## config.mk

```make
export PLATFORM = sky130hd
export DESIGN_NAME = piso_serializer_flat
export DESIGN_NICKNAME = d
export VERILOG_FILES = /design/src/rtl/piso_serializer_if.sv /design/src/rtl/piso_serializer.sv /design/src/flat_wrapper.sv
export SDC_FILE = /design/constraint.sdc
export NUM_CORES = 1
export LEC_CHECK = 0
export ABC_AREA = 0
export ABC_CLOCK_PERIOD_IN_PS = 2000
export BUFFER_PORTS_ARGS = -buffer_cell sky130_fd_sc_hd__buf_4
export CORE_UTILIZATION = 45
export CTS_BUF_LIST = sky130_fd_sc_hd__clkbuf_8
export DETAILED_ROUTE_END_ITERATION = 10
export GPL_ROUTABILITY_DRIVEN = 0
export GPL_TIMING_DRIVEN = 0
export PLACE_DENSITY_LB_ADDON = 0.05
export SLEW_MARGIN = 20
export SYNTH_ARGS = -nofsm -noshare
export SYNTH_HDL_FRONTEND = slang
export SYNTH_SLANG_ARGS = --single-unit
```

## constraint.sdc

```tcl
create_clock -name clk -period 2 [get_ports clk]
set_input_delay 0.3 -clock clk [delete_from_list [all_inputs] [get_ports clk]]
set_output_delay 0.3 -clock clk [all_outputs]
set_load 0.02 [all_outputs]
```

## src/rtl/piso_serializer_if.sv

```systemverilog
`default_nettype none
// ============================================================================
// Module      : piso_serializer_if
// Description : Bundles the parallel-word handshake and the serial output
//               stream of the PISO serializer.
//                 data_in    [WIDTH] parallel word offered by the producer
//                 data_valid         data_in holds a word
//                 data_ready         serializer can take a word
//                 ser_out            serial bit
//                 ser_valid          ser_out carries a live bit
//                 ser_first          ser_out is the first bit of a word
//                 ser_last           ser_out is the last bit of a word
//                 busy               serializer is shifting a word
//               master : producer / consumer side (testbench, upstream)
//               slave  : the serializer itself
// Revision    : 1.0 - initial release
// ============================================================================
interface piso_serializer_if #(
  parameter int WIDTH = 4
);
  logic [WIDTH-1:0] data_in;
  logic             data_valid;
  logic             data_ready;
  logic             ser_out;
  logic             ser_valid;
  logic             ser_first;
  logic             ser_last;
  logic             busy;

  modport master (
    output data_in,
    output data_valid,
    input  data_ready,
    input  ser_out,
    input  ser_valid,
    input  ser_first,
    input  ser_last,
    input  busy
  );

  modport slave (
    input  data_in,
    input  data_valid,
    output data_ready,
    output ser_out,
    output ser_valid,
    output ser_first,
    output ser_last,
    output busy
  );
endinterface
`default_nettype wire

```

## src/rtl/piso_serializer.sv

```systemverilog
`default_nettype none
// ============================================================================
// Module      : piso_serializer
// Description : Parallel-in / serial-out stage. Accepts WIDTH-bit words over
//               a valid/ready handshake and shifts each word out one bit per
//               clock. A one-word holding buffer allows the next word to be
//               accepted while the current one is still shifting, so
//               back-to-back words stream without an idle cycle.
// Ports       : clk    in   clock, rising edge
//               rst_n  in   asynchronous reset, active-low
//               bus    slave modport of piso_serializer_if
//                      (data_in/data_valid in; data_ready, ser_out,
//                       ser_valid, ser_first, ser_last, busy out)
// Parameters  : WIDTH      word width (>= 2)
//               MSB_FIRST  1: bit WIDTH-1 first, 0: bit 0 first
// Revision    : 1.0 - initial release
// ============================================================================
module piso_serializer #(
  parameter int WIDTH     = 4,
  parameter bit MSB_FIRST = 1'b1
) (
  input  wire logic       clk,
  input  wire logic       rst_n,
  piso_serializer_if.slave bus
);

  localparam int                 c_CNT_W = $clog2(WIDTH);
  localparam logic [c_CNT_W-1:0] c_LAST  = c_CNT_W'(WIDTH - 1);

  typedef enum logic [0:0] {
    S_IDLE  = 1'b0,
    S_SHIFT = 1'b1
  } state_t;

  state_t             r_state;
  logic [WIDTH-1:0]   r_shift;
  logic [c_CNT_W-1:0] r_bit_cnt;
  logic [WIDTH-1:0]   r_hold;
  logic               r_hold_full;
  logic               r_ser_out;
  logic               r_ser_valid;
  logic               r_ser_first;
  logic               r_ser_last;

  state_t             w_state_nxt;
  logic [WIDTH-1:0]   w_shift_nxt;
  logic [c_CNT_W-1:0] w_cnt_nxt;
  logic [WIDTH-1:0]   w_hold_nxt;
  logic               w_hold_full_nxt;
  logic               w_ser_out_nxt;
  logic               w_ser_valid_nxt;
  logic               w_ser_first_nxt;
  logic               w_ser_last_nxt;

  logic               w_xfer;
  logic [WIDTH-1:0]   w_shift_adv;
  logic               w_head_nxt;

  // data_ready depends only on a register, so there is no combinational
  // path from data_valid back to data_ready.
  assign w_xfer = bus.data_valid & ~r_hold_full;

  // Bit order: the outgoing bit is always the "head" end of the shift
  // register; advancing moves the next bit into the head position.
  generate
    if (MSB_FIRST) begin : g_msb_first
      assign w_shift_adv = {r_shift[WIDTH-2:0], 1'b0};
      assign w_head_nxt  = w_shift_nxt[WIDTH-1];
    end else begin : g_lsb_first
      assign w_shift_adv = {1'b0, r_shift[WIDTH-1:1]};
      assign w_head_nxt  = w_shift_nxt[0];
    end
  endgenerate

  // --------------------------------------------------------------------------
  // State register
  // --------------------------------------------------------------------------
  always_ff @(posedge clk or negedge rst_n) begin
    if (!rst_n) begin
      r_state     <= S_IDLE;
      r_shift     <= '0;
      r_bit_cnt   <= '0;
      r_hold      <= '0;
      r_hold_full <= 1'b0;
      r_ser_out   <= 1'b0;
      r_ser_valid <= 1'b0;
      r_ser_first <= 1'b0;
      r_ser_last  <= 1'b0;
    end else begin
      r_state     <= w_state_nxt;
      r_shift     <= w_shift_nxt;
      r_bit_cnt   <= w_cnt_nxt;
      r_hold      <= w_hold_nxt;
      r_hold_full <= w_hold_full_nxt;
      r_ser_out   <= w_ser_out_nxt;
      r_ser_valid <= w_ser_valid_nxt;
      r_ser_first <= w_ser_first_nxt;
      r_ser_last  <= w_ser_last_nxt;
    end
  end

  // --------------------------------------------------------------------------
  // Next-state logic
  // --------------------------------------------------------------------------
  always_comb begin
    w_state_nxt     = r_state;
    w_shift_nxt     = r_shift;
    w_cnt_nxt       = r_bit_cnt;
    w_hold_nxt      = r_hold;
    w_hold_full_nxt = r_hold_full;

    case (r_state)
      S_IDLE: begin
        if (w_xfer) begin
          w_state_nxt = S_SHIFT;
          w_shift_nxt = bus.data_in;
          w_cnt_nxt   = '0;
        end
      end

      S_SHIFT: begin
        if (r_bit_cnt == c_LAST) begin
          // Edge that retires the last bit: reload without a gap if a word
          // is available, held word taking priority over the input port.
          if (r_hold_full) begin
            w_shift_nxt     = r_hold;
            w_cnt_nxt       = '0;
            w_hold_full_nxt = w_xfer;
            if (w_xfer) begin
              w_hold_nxt = bus.data_in;
            end
          end else if (w_xfer) begin
            w_shift_nxt = bus.data_in;
            w_cnt_nxt   = '0;
          end else begin
            // Clearing the shift register keeps ser_out low while idle.
            w_state_nxt = S_IDLE;
            w_shift_nxt = '0;
            w_cnt_nxt   = '0;
          end
        end else begin
          w_shift_nxt = w_shift_adv;
          w_cnt_nxt   = r_bit_cnt + c_CNT_W'(1);
          if (w_xfer) begin
            w_hold_nxt      = bus.data_in;
            w_hold_full_nxt = 1'b1;
          end
        end
      end

      default: begin
        w_state_nxt     = S_IDLE;
        w_shift_nxt     = '0;
        w_cnt_nxt       = '0;
        w_hold_full_nxt = 1'b0;
      end
    endcase
  end

  // --------------------------------------------------------------------------
  // Output decode, registered so every serial output is glitch-free
  // --------------------------------------------------------------------------
  always_comb begin
    w_ser_valid_nxt = (w_state_nxt == S_SHIFT);
    w_ser_out_nxt   = w_ser_valid_nxt & w_head_nxt;
    w_ser_first_nxt = w_ser_valid_nxt & (w_cnt_nxt == '0);
    w_ser_last_nxt  = w_ser_valid_nxt & (w_cnt_nxt == c_LAST);
  end

  assign bus.data_ready = ~r_hold_full;
  assign bus.ser_out    = r_ser_out;
  assign bus.ser_valid  = r_ser_valid;
  assign bus.ser_first  = r_ser_first;
  assign bus.ser_last   = r_ser_last;
  assign bus.busy       = (r_state == S_SHIFT);

endmodule
`default_nettype wire

```

## src/flat_wrapper.sv

```systemverilog
// flat-port wrapper written by rule: the top's interface ports become plain ports
module piso_serializer_flat 
#(
  parameter int WIDTH     = 4,
  parameter bit MSB_FIRST = 1'b1
)
  (clk, rst_n, bus_data_in, bus_data_valid, bus_data_ready, bus_ser_out, bus_ser_valid, bus_ser_first, bus_ser_last, bus_busy);
  piso_serializer_if #(.WIDTH(WIDTH)) bus_i ();
  input  wire logic clk;
  input  wire logic rst_n;
  input wire logic [$bits(bus_i.data_in)-1:0] bus_data_in;
  input wire logic [$bits(bus_i.data_valid)-1:0] bus_data_valid;
  output wire logic [$bits(bus_i.data_ready)-1:0] bus_data_ready;
  output wire logic [$bits(bus_i.ser_out)-1:0] bus_ser_out;
  output wire logic [$bits(bus_i.ser_valid)-1:0] bus_ser_valid;
  output wire logic [$bits(bus_i.ser_first)-1:0] bus_ser_first;
  output wire logic [$bits(bus_i.ser_last)-1:0] bus_ser_last;
  output wire logic [$bits(bus_i.busy)-1:0] bus_busy;
  assign bus_i.data_in = bus_data_in;
  assign bus_i.data_valid = bus_data_valid;
  assign bus_data_ready = bus_i.data_ready;
  assign bus_ser_out = bus_i.ser_out;
  assign bus_ser_valid = bus_i.ser_valid;
  assign bus_ser_first = bus_i.ser_first;
  assign bus_ser_last = bus_i.ser_last;
  assign bus_busy = bus_i.busy;
  piso_serializer #(.WIDTH(WIDTH), .MSB_FIRST(MSB_FIRST)) u_core (.clk(clk), .rst_n(rst_n), .bus(bus_i));
endmodule
```

==> metrics.txt <==
drt drc 0; worst r2r path cells 5; Yosys cell types 28; status finished, final reports clean; Worst-path clk slew 0.06 ns; slowest stage cell on the critical path dfrtp_1; Worst Path Required 2.13 ns; EDFF count, synth 0; Starting Density 48.9%; first-pass GRT wire length 2330 um; final setup vio count 0; worst r2r dst u_core.r_hold[2]; clock sinks 15; Syn Area/Cell 11.8 um2; PD cells 1640 mW/mm2; # IOs 13; Cells after DPL 92; CTS max path bufs 2; routed len/inst 14.5 um; fin crit period 1.58 ns; cell count after synthesis 64; max frequency 0.632 GHz; commonest non-fill, non-tap cell in the layout dfrtp_1; Routed Antenna Nets 0; setup ws final 0.418 ns; final hold viol count 0; number of global-route vias before repair 500; CP Max Fanout 9; sequential fraction of the synthesis area 49.8%; crit start category flip-flop; post-synthesis register bit count 15; final-report max-slew violation count 0; Crit Path Class reg -> reg; Via density 5.69; Core ar. 0.00154 mm2; Final Skew 0.00429 ns; crit path cell chain ha_1, buf_2, nand2b_4, nor2_8, mux2_4; Site Rows 14; hold depth 2; Rel. slew slack 75.0%; r2r startpoint u_core.r_bit_cnt[0]; max cap viols 0; Worst Path Arrival 1.71 ns; total wire length 1400 um; fraction of registers with async set/reset 100%; GRT overflow 0; clock root cell clkbuf_8; die span in y 42.9 um; maximum VDD drop 1.00 mV; Post-synth top flop dfrtp_1; Resized Gates After CTS 0; Hold Buf Count CTS 1; clk_lat worst skew 0.25 ns; Hold Startpoint bus_data_in[0]; Leakage 0.441 nW; commonest non-fill, non-tap cells in the layout 15 x dfrtp_1, 14 x buf_4, 5 x nand2_1; Port Buffers 12; final worst path period share 79.1%; Area Growth Syn to Fin 22.1%; RSZ-0062 raised after global routing no; Final nets 90; Vias 552; 1st-iter DRT viols 16; final instance count without filler cells 97; Min Hold Slack 0.284 ns; Crit. End Element flip-flop; warnings from Yosys 0; Hold Path Sink u_core.r_hold[0]; CTS tree yes; CP peak stage delay 0.42 ns; Hold Crit Class in -> reg; syn_nets 72; DP Worst Slack 0.420 ns; n_diodes 0; Mapped Area 753 um2; Worst Tran Pin Value 0.374 ns; total CTS buffers 3; Chip Width 42.9 um; Die ar. 0.00184 mm2; first-pass iteration count of the detailed router 4; setup tns final 0 ns; setup bufs post-CTS 0; initial antenna violation count 0; layout cell share with drive strength beyond 1 34.6%; r2r setup slk 0.42 ns; gr usage total 17.7%; largest net degree at the start of global routing 16; H-tree levels 1
worst max-delay path by stage:
stage                              startpoint                to  cells past startpoint
after floorplan           u_core.r_bit_cnt[0]  u_core.r_hold[0]                      5
after global placement    u_core.r_bit_cnt[0]  u_core.r_hold[2]                      5
after detailed placement  u_core.r_bit_cnt[0]  u_core.r_hold[3]                      5
after CTS                 u_core.r_bit_cnt[0]  u_core.r_hold[1]                      5
after global routing      u_core.r_bit_cnt[0]  u_core.r_hold[1]                      5
final                     u_core.r_bit_cnt[0]  u_core.r_hold[2]                      5
final cells by class:
| class | count | area, um2 |
|---|---|---|
| repair buffers | 13 | 100 |
| multi-input cells | 44 | 343 |
| clock inverters | 1 | 5.00 |
| clock buffers | 3 | 41.3 |
| plain buffers | 4 | 31.3 |
| flip-flops and latches | 15 | 375 |
| inverters | 1 | 3.75 |
| fillers | 131 | 622 |
| well taps | 16 | 20.0 |
report_power, final:
part	total, W	internal, W	leakage, nW	switching [W]
Combinational	0.000711	0.000371	0.234	0.000340
Sequential	0.000553	0.000448	0.181	0.000105
Clock	0.000247	0.000138	0.0255	0.000109
through the flow:
stage	power [W]	utilization [%]	instance area, um2
6_report	0.00151	59.7	920
5_1_grt	0.00162	59.7	920
4_1_cts	0.00152	59.7	920
3_5_place_dp	0.00127	56.0	863
3_3_place_gp	0.00126	56.0	863
2_1_floorplan	0.00108	-	753
Yosys cell counts, drive strengths merged (2+ instances only):
master	number	share of area [%]
a211oi	2	2.0
a21oi	4	2.7
buf	4	4.2
dfrtp	15	50
mux2	4	8.0
mux2i	2	2.7
nand2	5	2.5
nand2b	4	4.3
nor2	4	4.2
o21ai	3	2.0
o221ai	2	2.3
o22ai	4	3.3
per-layer routing:
metal  part of all wire, %  vias to the layer above  track usage (%)
li1                      -                      266                -
met1                    51                      267             23.1
met2                    43                       17             26.4
met3                   5.1                        2             7.66
met4                   1.2                        0             5.63
met5                     0                        -                0
worst max-delay path, delay by kind of cell (launching register included):
family	cells	cell delay (ns)
flops	1	0.42
simple gates	2	0.36
mux	1	0.31
fa+ha+maj	1	0.20
buf+inv	1	0.17
flip-flops by register name, summed over array words and instances, names as in the netlist:
signal / flops
u_core.r_shift: 4
u_core.bus.busy: 1
u_core.r_hold_full: 1
u_core.r_bit_cnt: 2
u_core.bus.ser_out: 1
u_core.bus.ser_first: 1
u_core.bus.ser_last: 1
u_core.r_hold: 4
logic make-up (layout without fill, tap and decap cells):
group                      count (synthesis)  in the layout  synth area share, %
adders and majority gates                  1              1                 1.66
muxes                                      6              6                 10.6
and+or+nand+nor                           20             20                 17.6
AOI/OAI and AO/OA                         17             17                 15.6
DFF                                       15             15                 49.8
buffers and inverters                      5             22                 4.65
(Power assumes the default switching activity.)
